===== src/rtl/uart_stream_pkg.sv =====
`default_nettype none
// +----------------------------------------------------------------------+
// | uart_stream_pkg                                                      |
// | Shared types and constants for the BRAM-to-UART frame streamer.      |
// | Revision: 1.0                                                        |
// +----------------------------------------------------------------------+
package uart_stream_pkg;

  typedef enum logic [2:0] {
    ST_IDLE    = 3'd0,
    ST_HDR     = 3'd1,
    ST_RD_REQ  = 3'd2,
    ST_RD_WAIT = 3'd3,
    ST_SEND    = 3'd4,
    ST_CHK     = 3'd5,
    ST_DONE    = 3'd6
  } state_e;

  localparam logic [7:0] SYNC0_DEF = 8'hA5;
  localparam logic [7:0] SYNC1_DEF = 8'h5A;
  localparam int         HDR_BYTES = 7;

  function automatic int baud_div(input int clk_freq, input int baud_rate);
    return clk_freq / baud_rate;
  endfunction

endpackage
`default_nettype wire


===== src/rtl/uart_tx_byte.sv =====
`default_nettype none
// +----------------------------------------------------------------------+
// | uart_tx_byte                                                         |
// | 8N1 byte serializer; accepts a new byte in the last stop-bit cycle.  |
// | Revision: 1.0                                                        |
// +----------------------------------------------------------------------+
module uart_tx_byte
  import uart_stream_pkg::*;
#(
  parameter int CLK_FREQ  = 50_000_000,
  parameter int BAUD_RATE = 115200
) (
  input  logic       clk,
  input  logic       rst_n,
  input  logic       tx_valid,
  input  logic [7:0] tx_data,
  output logic       tx_ready,
  output logic       uart_tx
);

  localparam int               BAUD_DIV = baud_div(CLK_FREQ, BAUD_RATE);
  localparam int               CNT_W    = (BAUD_DIV > 1) ? $clog2(BAUD_DIV) : 1;
  localparam logic [CNT_W-1:0] CNT_LAST = CNT_W'(BAUD_DIV - 1);
  localparam logic [3:0]       BIT_LAST = 4'd9;

  logic             active_q, active_d;
  logic [9:0]       frame_q, frame_d;
  logic [3:0]       bit_q, bit_d;
  logic [CNT_W-1:0] cnt_q, cnt_d;
  logic             tx_q, tx_d;
  logic             baud_tick;

  assign baud_tick = (cnt_q == CNT_LAST);
  // Ready during the final stop-bit cycle so consecutive bytes abut with no idle gap.
  assign tx_ready  = !active_q || ((bit_q == BIT_LAST) && baud_tick);
  assign uart_tx   = tx_q;

  always_comb begin
    active_d = active_q;
    frame_d  = frame_q;
    bit_d    = bit_q;
    cnt_d    = cnt_q;
    if (tx_valid && tx_ready) begin
      active_d = 1'b1;
      frame_d  = {1'b1, tx_data, 1'b0};
      bit_d    = 4'd0;
      cnt_d    = '0;
    end else if (active_q) begin
      if (baud_tick) begin
        cnt_d = '0;
        if (bit_q == BIT_LAST) begin
          active_d = 1'b0;
        end else begin
          bit_d   = bit_q + 4'd1;
          frame_d = {1'b1, frame_q[9:1]};
        end
      end else begin
        cnt_d = cnt_q + 1'b1;
      end
    end
    tx_d = active_d ? frame_d[0] : 1'b1;
  end

  always_ff @(posedge clk or negedge rst_n) begin
    if (!rst_n) begin
      active_q <= 1'b0;
      frame_q  <= '1;
      bit_q    <= 4'd0;
      cnt_q    <= '0;
      tx_q     <= 1'b1;
    end else begin
      active_q <= active_d;
      frame_q  <= frame_d;
      bit_q    <= bit_d;
      cnt_q    <= cnt_d;
      tx_q     <= tx_d;
    end
  end

endmodule
`default_nettype wire


===== src/rtl/uart_frame_streamer.sv =====
`default_nettype none
// +----------------------------------------------------------------------+
// | uart_frame_streamer                                                  |
// | Dumps a circular capture buffer as a checksummed 8N1 UART frame.     |
// | Revision: 1.0                                                        |
// +----------------------------------------------------------------------+
module uart_frame_streamer
  import uart_stream_pkg::*;
#(
  parameter int         DATA_WIDTH = 8,
  parameter int         ADDR_WIDTH = 4,
  parameter int         CLK_FREQ   = 50_000_000,
  parameter int         BAUD_RATE  = 115200,
  parameter logic [7:0] SYNC0      = SYNC0_DEF,
  parameter logic [7:0] SYNC1      = SYNC1_DEF
) (
  input  logic                  clk,
  input  logic                  rst_n,
  input  logic                  start,
  input  logic                  abort,
  input  logic [ADDR_WIDTH-1:0] base_addr,
  input  logic [ADDR_WIDTH-1:0] trigger_index,
  output logic                  busy,
  output logic                  done,
  output logic [ADDR_WIDTH-1:0] rd_addr,
  input  logic [DATA_WIDTH-1:0] rd_data,
  output logic                  uart_tx
);

  localparam int                BPS       = DATA_WIDTH / 8;
  localparam logic [ADDR_WIDTH:0] DEPTH   = {1'b1, {ADDR_WIDTH{1'b0}}};
  localparam logic [15:0]       CNT_FIELD = 16'(DEPTH - 1'b1);
  localparam logic [2:0]        HDR_LAST  = 3'(HDR_BYTES - 1);
  localparam logic [2:0]        BYTE_LAST = 3'(BPS - 1);

  state_e                  state_q, state_d;
  logic [2:0]              hdr_idx_q, hdr_idx_d;
  logic [2:0]              byte_idx_q, byte_idx_d;
  logic [ADDR_WIDTH:0]     smp_cnt_q, smp_cnt_d;
  logic [ADDR_WIDTH-1:0]   rd_addr_q, rd_addr_d;
  logic [ADDR_WIDTH-1:0]   trg_q, trg_d;
  logic [DATA_WIDTH-1:0]   samp_q, samp_d;
  logic [7:0]              chk_q, chk_d;
  logic                    busy_q, busy_d;
  logic                    done_q, done_d;
  logic                    abort_q, abort_d;

  logic                    tx_valid;
  logic [7:0]              tx_data;
  logic                    tx_ready;
  logic [7:0]              hdr_byte;
  logic [15:0]             trg16;
  logic                    abort_req;

  assign trg16     = 16'(trg_q);
  assign abort_req = abort_q | abort;
  assign rd_addr   = rd_addr_q;
  assign busy      = busy_q;
  assign done      = done_q;

  always_comb begin
    hdr_byte = 8'(BPS);
    case (hdr_idx_q)
      3'd0:    hdr_byte = SYNC0;
      3'd1:    hdr_byte = SYNC1;
      3'd2:    hdr_byte = CNT_FIELD[15:8];
      3'd3:    hdr_byte = CNT_FIELD[7:0];
      3'd4:    hdr_byte = trg16[15:8];
      3'd5:    hdr_byte = trg16[7:0];
      default: hdr_byte = 8'(BPS);
    endcase
  end

  always_comb begin
    state_d    = state_q;
    hdr_idx_d  = hdr_idx_q;
    byte_idx_d = byte_idx_q;
    smp_cnt_d  = smp_cnt_q;
    rd_addr_d  = rd_addr_q;
    trg_d      = trg_q;
    samp_d     = samp_q;
    chk_d      = chk_q;
    busy_d     = busy_q;
    done_d     = 1'b0;
    // A short abort pulse is held until the next byte boundary.
    abort_d    = abort_req & busy_q;
    tx_valid   = 1'b0;
    tx_data    = 8'h00;

    case (state_q)
      ST_IDLE: begin
        if (start) begin
          state_d    = ST_HDR;
          busy_d     = 1'b1;
          rd_addr_d  = base_addr;
          trg_d      = trigger_index - base_addr;
          chk_d      = 8'h00;
          hdr_idx_d  = 3'd0;
          byte_idx_d = 3'd0;
          smp_cnt_d  = '0;
          abort_d    = 1'b0;
        end
      end
      ST_HDR: begin
        if (tx_ready) begin
          if (abort_req && (hdr_idx_q != 3'd0)) begin
            state_d = ST_IDLE;
            busy_d  = 1'b0;
            abort_d = 1'b0;
          end else begin
            tx_valid = 1'b1;
            tx_data  = hdr_byte;
            if (hdr_idx_q >= 3'd2) begin
              chk_d = chk_q ^ hdr_byte;
            end
            if (hdr_idx_q == HDR_LAST) begin
              state_d = ST_RD_REQ;
            end else begin
              hdr_idx_d = hdr_idx_q + 3'd1;
            end
          end
        end
      end
      ST_RD_REQ: begin
        state_d   = ST_RD_WAIT;
        rd_addr_d = rd_addr_q + 1'b1;
      end
      ST_RD_WAIT: begin
        samp_d  = rd_data;
        state_d = ST_SEND;
      end
      ST_SEND: begin
        if (tx_ready) begin
          if (abort_req) begin
            state_d = ST_IDLE;
            busy_d  = 1'b0;
            abort_d = 1'b0;
          end else begin
            tx_valid = 1'b1;
            tx_data  = samp_q[7:0];
            chk_d    = chk_q ^ samp_q[7:0];
            samp_d   = samp_q >> 8;
            if (byte_idx_q == BYTE_LAST) begin
              // Next read is issued while this byte is still on the line.
              byte_idx_d = 3'd0;
              smp_cnt_d  = smp_cnt_q + 1'b1;
              state_d    = ((smp_cnt_q + 1'b1) == DEPTH) ? ST_CHK : ST_RD_REQ;
            end else begin
              byte_idx_d = byte_idx_q + 3'd1;
            end
          end
        end
      end
      ST_CHK: begin
        if (tx_ready) begin
          if (abort_req) begin
            state_d = ST_IDLE;
            busy_d  = 1'b0;
            abort_d = 1'b0;
          end else begin
            tx_valid = 1'b1;
            tx_data  = chk_q;
            state_d  = ST_DONE;
          end
        end
      end
      ST_DONE: begin
        if (tx_ready) begin
          state_d = ST_IDLE;
          busy_d  = 1'b0;
          done_d  = !abort_req;
          abort_d = 1'b0;
        end
      end
      default: begin
        state_d = ST_IDLE;
        busy_d  = 1'b0;
      end
    endcase
  end

  always_ff @(posedge clk or negedge rst_n) begin
    if (!rst_n) begin
      state_q    <= ST_IDLE;
      hdr_idx_q  <= 3'd0;
      byte_idx_q <= 3'd0;
      smp_cnt_q  <= '0;
      rd_addr_q  <= '0;
      trg_q      <= '0;
      samp_q     <= '0;
      chk_q      <= 8'h00;
      busy_q     <= 1'b0;
      done_q     <= 1'b0;
      abort_q    <= 1'b0;
    end else begin
      state_q    <= state_d;
      hdr_idx_q  <= hdr_idx_d;
      byte_idx_q <= byte_idx_d;
      smp_cnt_q  <= smp_cnt_d;
      rd_addr_q  <= rd_addr_d;
      trg_q      <= trg_d;
      samp_q     <= samp_d;
      chk_q      <= chk_d;
      busy_q     <= busy_d;
      done_q     <= done_d;
      abort_q    <= abort_d;
    end
  end

  uart_tx_byte #(
    .CLK_FREQ  (CLK_FREQ),
    .BAUD_RATE (BAUD_RATE)
  ) u_tx (
    .clk      (clk),
    .rst_n    (rst_n),
    .tx_valid (tx_valid),
    .tx_data  (tx_data),
    .tx_ready (tx_ready),
    .uart_tx  (uart_tx)
  );

endmodule
`default_nettype wire


===== config.mk =====
export PLATFORM = sky130hd
export DESIGN_NAME = uart_frame_streamer
export DESIGN_NICKNAME = d
export VERILOG_FILES = /design/src/rtl/uart_stream_pkg.sv /design/src/rtl/uart_tx_byte.sv /design/src/rtl/uart_frame_streamer.sv
export SDC_FILE = /design/constraint.sdc
export NUM_CORES = 1
export LEC_CHECK = 0
export CORE_ASPECT_RATIO = 1.2
export CORE_MARGIN = 2
export CORE_UTILIZATION = 40
export CTS_CLUSTER_SIZE = 10
export DETAILED_ROUTE_END_ITERATION = 7
export GPL_TIMING_DRIVEN = 0
export SLEW_MARGIN = 30
export SYNTH_ARGS = -nofsm -noshare
export SYNTH_HDL_FRONTEND = slang
export SYNTH_HIERARCHICAL = 1
export SYNTH_SLANG_ARGS = --single-unit

===== constraint.sdc =====
create_clock -name clk -period 4.4 [get_ports clk]
set_clock_uncertainty 0.2 [all_clocks]
set_input_delay 0.66 -clock clk [delete_from_list [all_inputs] [get_ports clk]]
set_output_delay 0.66 -clock clk [all_outputs]
set_load 0.05 [all_outputs]

After elaboration in Yosys (flattened, before gate mapping)
Index checks and enable logic that the tools add are counted.
{"block": "totals", "reg_bits": 66, "inputBits": 20, "elab_cells": 174}
{"block": "op_classes", "addsub": 7, "n_lt_le_gt_ge": 1, "eq_ne": 31, "muxes": 83, "bitwise": 5, "n_reduce_logical": 30}
{"cell": "2-to-1 mux 8 bit", "n": 14}
{"cell": "2-to-1 mux 3 bit", "n": 18}
{"cell": "one-hot mux 8 bit (3 select lines)", "n": 2}
{"cell": "2-to-1 mux 10 bit", "n": 4}
{"cell": "one-hot mux 8 bit (5 select lines)", "n": 1}
{"cell": "2-to-1 mux 9 bit", "n": 3}
{"cell": "2-to-1 mux 1 bit", "n": 23}
{"cell": "one-hot mux 3 bit (7 select lines)", "n": 1}
{"cell": "AND reduction 7 bit", "n": 3}
{"cell": "2-to-1 mux 4 bit", "n": 5}
{"cell": "2-to-1 mux 5 bit", "n": 4}
{"cell": "equality test 3 bit (second input constant)", "n": 6}
{"cell": "inequality test 2 bit (second input constant)", "n": 8}
{"cell": "one-hot mux 8 bit (2 select lines)", "n": 1}
{"cell": "XOR 8 bit", "n": 2}
{"cell": "equality test 3 x 2 -> 1 bit (second input constant)", "n": 4}
{"cell": "inequality test 2 x 1 -> 1 bit (second input constant)", "n": 6}
{"cell": "one-hot mux 3 bit (2 select lines)", "n": 2}
{"cell": "nonzero test 2 bit", "n": 6}
{"cell": "one-hot mux 5 bit (2 select lines)", "n": 1}
{"cell": "AND reduction 5 bit", "n": 2}
{"cell": "adder 9 x 1 -> 9 bit (second input constant)", "n": 1}
{"cell": "equality test 9 bit (second input constant)", "n": 1}
{"cell": "logical NOT 3 bit", "n": 3}
{"cell": "24 further kinds", "n": 36}

Logic depth before layout (Yosys ltp)
{"block": "depth", "depth_word": 8, "ltp_mapped": 13, "ltp_nobuf": 11}

By module
Netlist, hierarchy kept.
{"mod": "uart_frame_streamer", "instances": 1, "cells_per_inst": 298, "area_each_um2": 2643.8, "seq_area_each_um2": 1026.0}
{"mod": "uart_tx_byte", "instances": 1, "cells_per_inst": 116, "area_each_um2": 1292.5, "seq_area_each_um2": 639.4}

Worst setup path before layout
Ideal clock, no wire load.
{"block": "synth_timing", "kind": "reg2reg", "startpoint": "register u_tx.cnt_q[3]", "endpoint": "register u_tx.frame_q[3]", "setup_ns": 0.081, "arrival_time_ns": 3.384, "slack_ns": 0.735, "path_stages_with_launch": 13, "path_buffers": 3, "path_cell_list": "dfrtp_1 -> or4b_4 -> buf_6 -> or2_2 -> o21ai_0 -> clkbuf_1 -> o21a_1 -> and3_1 -> inv_1 -> o41ai_2 -> buf_4 -> or2b_1 -> o221a_1"}
{"block": "synth_between", "elab_chain_len": 8, "elab_cells_between_ends": 16, "cone_classes": "eq/ne: 2; mux: 8; reduce/logical: 6"}
{"element": "start, declared", "line": "uart_tx_byte.sv:29", "text": "logic [CNT_W-1:0] cnt_q, cnt_d;"}
{"element": "start signal, assigned", "line": "uart_tx_byte.sv:75", "text": "cnt_q <= cnt_d;"}
{"element": "equality test 9 bit *", "line": "uart_tx_byte.sv:33", "text": "assign baud_tick = (cnt_q == CNT_LAST);"}
{"element": "logical AND 1 bit *", "line": "uart_tx_byte.sv:35", "text": "assign tx_ready = !active_q || ((bit_q == BIT_LAST) && baud_tick);"}
{"element": "logical OR 1 bit *", "line": "uart_tx_byte.sv:35"}
{"element": "net tx_ready", "line": "uart_frame_streamer.sv:50", "text": "logic tx_ready;"}
{"element": "2-to-1 mux 1 bit (on tied branches)", "line": "uart_frame_streamer.sv:133, uart_frame_streamer.sv:105"}
{"element": "one-hot mux 1 bit (2 select lines) *", "line": "uart_frame_streamer.sv:90", "text": "case (state_q)"}
{"element": "net tx_valid", "line": "uart_frame_streamer.sv:48", "text": "logic tx_valid;"}
{"element": "logical AND 1 bit *", "line": "uart_tx_byte.sv:43", "text": "if (tx_valid && tx_ready) begin"}
{"element": "inequality test 2 bit (no source line) or nonzero test 2 bit (tied branches)"}
{"element": "AND reduction 3 bit (no source line)"}
{"element": "end signal, assigned", "line": "uart_tx_byte.sv:73", "text": "frame_q <= frame_d;"}
{"element": "end, declared", "line": "uart_tx_byte.sv:27", "text": "logic [9:0] frame_q, frame_d;"}
Mark *: on every way through the listed nets, which the timed path passes. The rest lies on a longest branch.
A chain may end at the register's enable or synchronous reset.

Worst setup path in the final report
{"block": "layout_timing", "startpoint": "register u_tx.cnt_q[3]", "endpoint": "register u_tx.frame_q[4]"}
Same word-level chain as after synthesis.

==> impl_metrics.env <==
export IMPL_place_area_um2=4368
export IMPL_cap_viol_max_count=0
export IMPL_critical_path_required_ns=4.47
export IMPL_gp_congestion=0.8800
export IMPL_cp_arrival_ns=4.13
export IMPL_hpwl_mm=6.607
export IMPL_clock_sinks=66
export IMPL_synth_fp_nets=451
export IMPL_crit_chain="or4b_4 -> buf_6 -> or2_2 -> o21ai_1 -> clkbuf_2 -> o21a_1 -> and3_1 -> inv_1 -> o41ai_4 -> buf_4 -> or2b_1 -> o221a_1"
export IMPL_cp_top_family="simple AND/OR/NAND/NOR gates"
export IMPL_worstSetupPathType="flop to flop"
export IMPL_crit_path_start_kind="flop"
export IMPL_diodes=0
export IMPL_start_util_pct=41.16
export IMPL_max_freq_mhz=246.2
export IMPL_synth_area_um2=3936
export IMPL_ir_worst_vdd_uv=215.3
export IMPL_synth_top_cell_area_share_pct=34.97
export IMPL_p_int_mw=1.236
export IMPL_p_sw_share_pct=21.25
export IMPL_h_tree_depth=3
export IMPL_grt_pass1_wl_mm=15.95
export IMPL_rsz0062_at_grt="false"
export IMPL_p_clk_share_pct=53.5
export IMPL_met3WireLength_um=320
export IMPL_switching_power_uw=333.4
export IMPL_drt_iter0_drc=244
export IMPL_clkLatencyLatePin_ns=0.34
export IMPL_netlist_top_cells_count="dfrtp_1 (55), nand2_1 (39), o21ai_0 (28), a21oi_1 (27), nor2_1 (26)"
export IMPL_synth_most_common_cell="dfrtp_1"
export IMPL_slew_headroom_pct=51.51
export IMPL_synth_area_leaders="dfrtp_1 (35%), dfstp_2 (7.3%), ha_1 (5.1%)"
export IMPL_num_nets_final=489
export IMPL_crit_slowest_cell="or4b_4"
export IMPL_tns_ns=0
export IMPL_wl_per_cell_um=15.73
export IMPL_ys_warn_count=6
export IMPL_dieArea_um2=10650
export IMPL_report_final_slew_viol_count=0
export IMPL_grt_use_total_pct=19.12
export IMPL_ys_seq_area_share_pct=42.31
export IMPL_grt_max_degree=35
export IMPL_port_buffers=26
export IMPL_pwr_share_comb_pct=6.2
export IMPL_cts_tree="done"
export IMPL_hold_viol=0
export IMPL_syn_area_per_cell_um2=9.508
export IMPL_io_pins=27
export IMPL_dieHeight_um=112.7
export IMPL_total_power_mw=1.569
export IMPL_coreArea_um2=9564
export IMPL_path_buf_inv=4
export IMPL_synth_seq_cells=66
export IMPL_ctsLongestPathBuffers=2
export IMPL_period_share_pct=92.31
export IMPL_totalWireLength_mm=9.123
export IMPL_top_layer_used="met4"
export IMPL_ff2ff_path_depth=12
export IMPL_async_reset_ff_share_pct=100.0
export IMPL_route_detailed_drc=0
export IMPL_drt_vias_per_instance=5.660
export IMPL_max_stage_delay_ns=0.53
export IMPL_num_vias=3283
export IMPL_cts_buffers=9
export IMPL_crit_path_end_kind="flop"
export IMPL_wl_met1_mm=4.119
export IMPL_crit_fanout=10
export IMPL_path_depth=12
export IMPL_drt_antenna_violating_nets=0
export IMPL_hold_buffers=0
export IMPL_powerDensity_nw_per_um2=331.5
export IMPL_power_leakage_nw=2.054
export IMPL_syn_inst=414
export IMPL_fin_crit_ns=4.062
export IMPL_synth_edf_count=0
export IMPL_fp_row_count=39
export IMPL_grt_overflow=0
export IMPL_cts_setup_buffers=0
export IMPL_yosys_cell_types_count=76
export IMPL_hold_ws_ns=0.06204
export IMPL_area_growth_pct=20.25
export IMPL_outcome="finished, final reports clean"
export IMPL_pwr_share_seq_pct=40.3
export IMPL_finalSetupViolCount=0
export IMPL_hold_path_class="primary input to asynchronous set/reset pin"
export IMPL_synthFlopType="dfrtp_1"
export IMPL_die_w_um=94.56
export IMPL_cts_root_buffer="clkbuf_16"
export IMPL_clkTransAtPathRegs_ns=0.06
export IMPL_final_layout_size_suffix_gt1_share_pct=14.88
export IMPL_stdcell_area_um2=4733
export IMPL_dr_pass1_iters=4
export IMPL_dr_wl_met2_mm=4.484
export IMPL_worstMarginPinSlew_ns=0.7255
export IMPL_antenna_found_initial=0
export IMPL_synth_top_cell_by_area="dfrtp_1"
export IMPL_grt_pass1_vias=3288
sequential cells by signal, indices dropped and copies added, names as in the netlist:
register       flops
u_tx/cnt_q         9
busy               1
abort_q            1
u_tx/bit_q         4
hdr_idx_q          3
u_tx/uart_tx       1
rd_addr            4
done               1
chk_q              8
u_tx/frame_q      10
samp_q             8
u_tx/active_q      1
byte_idx_q         3
trg_q              4
smp_cnt_q          5
state_q            3
final cells by class:
| type | instances | area (um^2) |
|---|---|---|
| buffer | 21 | 122.6 |
| clock buffer | 10 | 239.0 |
| clock inverter | 6 | 113.9 |
| fill | 946 | 4831 |
| inverter | 20 | 75.07 |
| multi-input combinational | 307 | 2086 |
| sequential | 66 | 1665 |
| tap | 123 | 153.9 |
| timing repair buffer | 27 | 277.8 |
logic make-up after synthesis:
| family | Yosys count | share of synthesized area [%] |
|---|---|---|
| AOI/OAI and AO/OA | 142 | 25.40 |
| and+or+nand+nor | 134 | 18.40 |
| DFF | 66 | 42.31 |
| buffers and inverters | 41 | 4.990 |
| adders and majority gates | 17 | 5.594 |
| xor gates and xnor gates | 10 | 2.225 |
| muxes | 4 | 1.081 |
routing by layer:
layer	GRT usage, %	vias up
li1	-	1598
met1	25.15	1597
met2	30.62	72
met3	4.228	16
met4	7.440	0
met5	0	-
stage by stage:
stage | instances | utilization [%] | setup slack (ns)
after floorplan | 414 | - | 0.7346
final | 580 | 49.49 | 0.3384
after CTS | 580 | 49.37 | 0.09703
after global routing | 580 | 49.49 | 0.08700
after global placement | 563 | 45.49 | -0.06846
after detailed placement | 564 | 45.67 | -0.04352
placed cells by master, fill, tap and decap left out, types with 4 or more instances in the layout:
cell type / Yosys / final
and3_1: 7 / 7
clkdlybuf4s50_1: 0 / 25
clkbuf_1: 8 / 7
o21ai_1: 6 / 7
nand4_1: 5 / 5
a21boi_0: 8 / 8
nand2_1: 39 / 39
nor2_1: 26 / 26
xor2_1: 6 / 6
a21oi_1: 27 / 27
a22o_1: 9 / 9
ha_1: 16 / 16
dfrtp_1: 55 / 55
a311oi_1: 4 / 4
nand3_1: 7 / 7
a31oi_1: 10 / 10
o22a_1: 5 / 5
buf_2: 7 / 7
dfstp_2: 11 / 11
nor3_1: 6 / 6
inv_1: 19 / 19
o221a_1: 7 / 7
clkbuf_16: 0 / 9
o22ai_1: 9 / 9
or2b_1: 6 / 6
buf_4: 3 / 4
nand2b_1: 11 / 11
o21ai_0: 28 / 27
xnor2_1: 4 / 4
power groups by stage:
stage | clock network [mW] | logic (mW) | registers (mW)
final | 0.840 | 0.0973 | 0.632
after CTS | 0.865 | 0.0995 | 0.632
after floorplan | 0 | 0.0471 | 0.644
after global placement | 0 | 0.0956 | 0.642
after detailed placement | 0 | 0.0993 | 0.642
after global routing | 0.890 | 0.112 | 0.634
final timing paths:
kind	startpoint	to	slack, ns
setup reg to reg	u_tx/cnt_q[3]	u_tx/frame_q[4]	0.34
hold reg to reg	trg_q[3]	trg_q[3]	0.28
hold / removal	rst_n	u_tx/cnt_q[0]	0.06
max in group asynchronous	rst_n	state_q[2]	3.41
setup / recovery	u_tx/cnt_q[3]	u_tx/frame_q[4]	0.34
min in group clk	trg_q[3]	trg_q[3]	0.28
what timing repair did:
action | 4_1_cts | 5_1_grt
endpoints found under the setup margin | 2 | 4
endpoints found under the hold margin | 0 | 0
gates resized for setup | 1 | 2
Power figures use the tool's default switching activity.
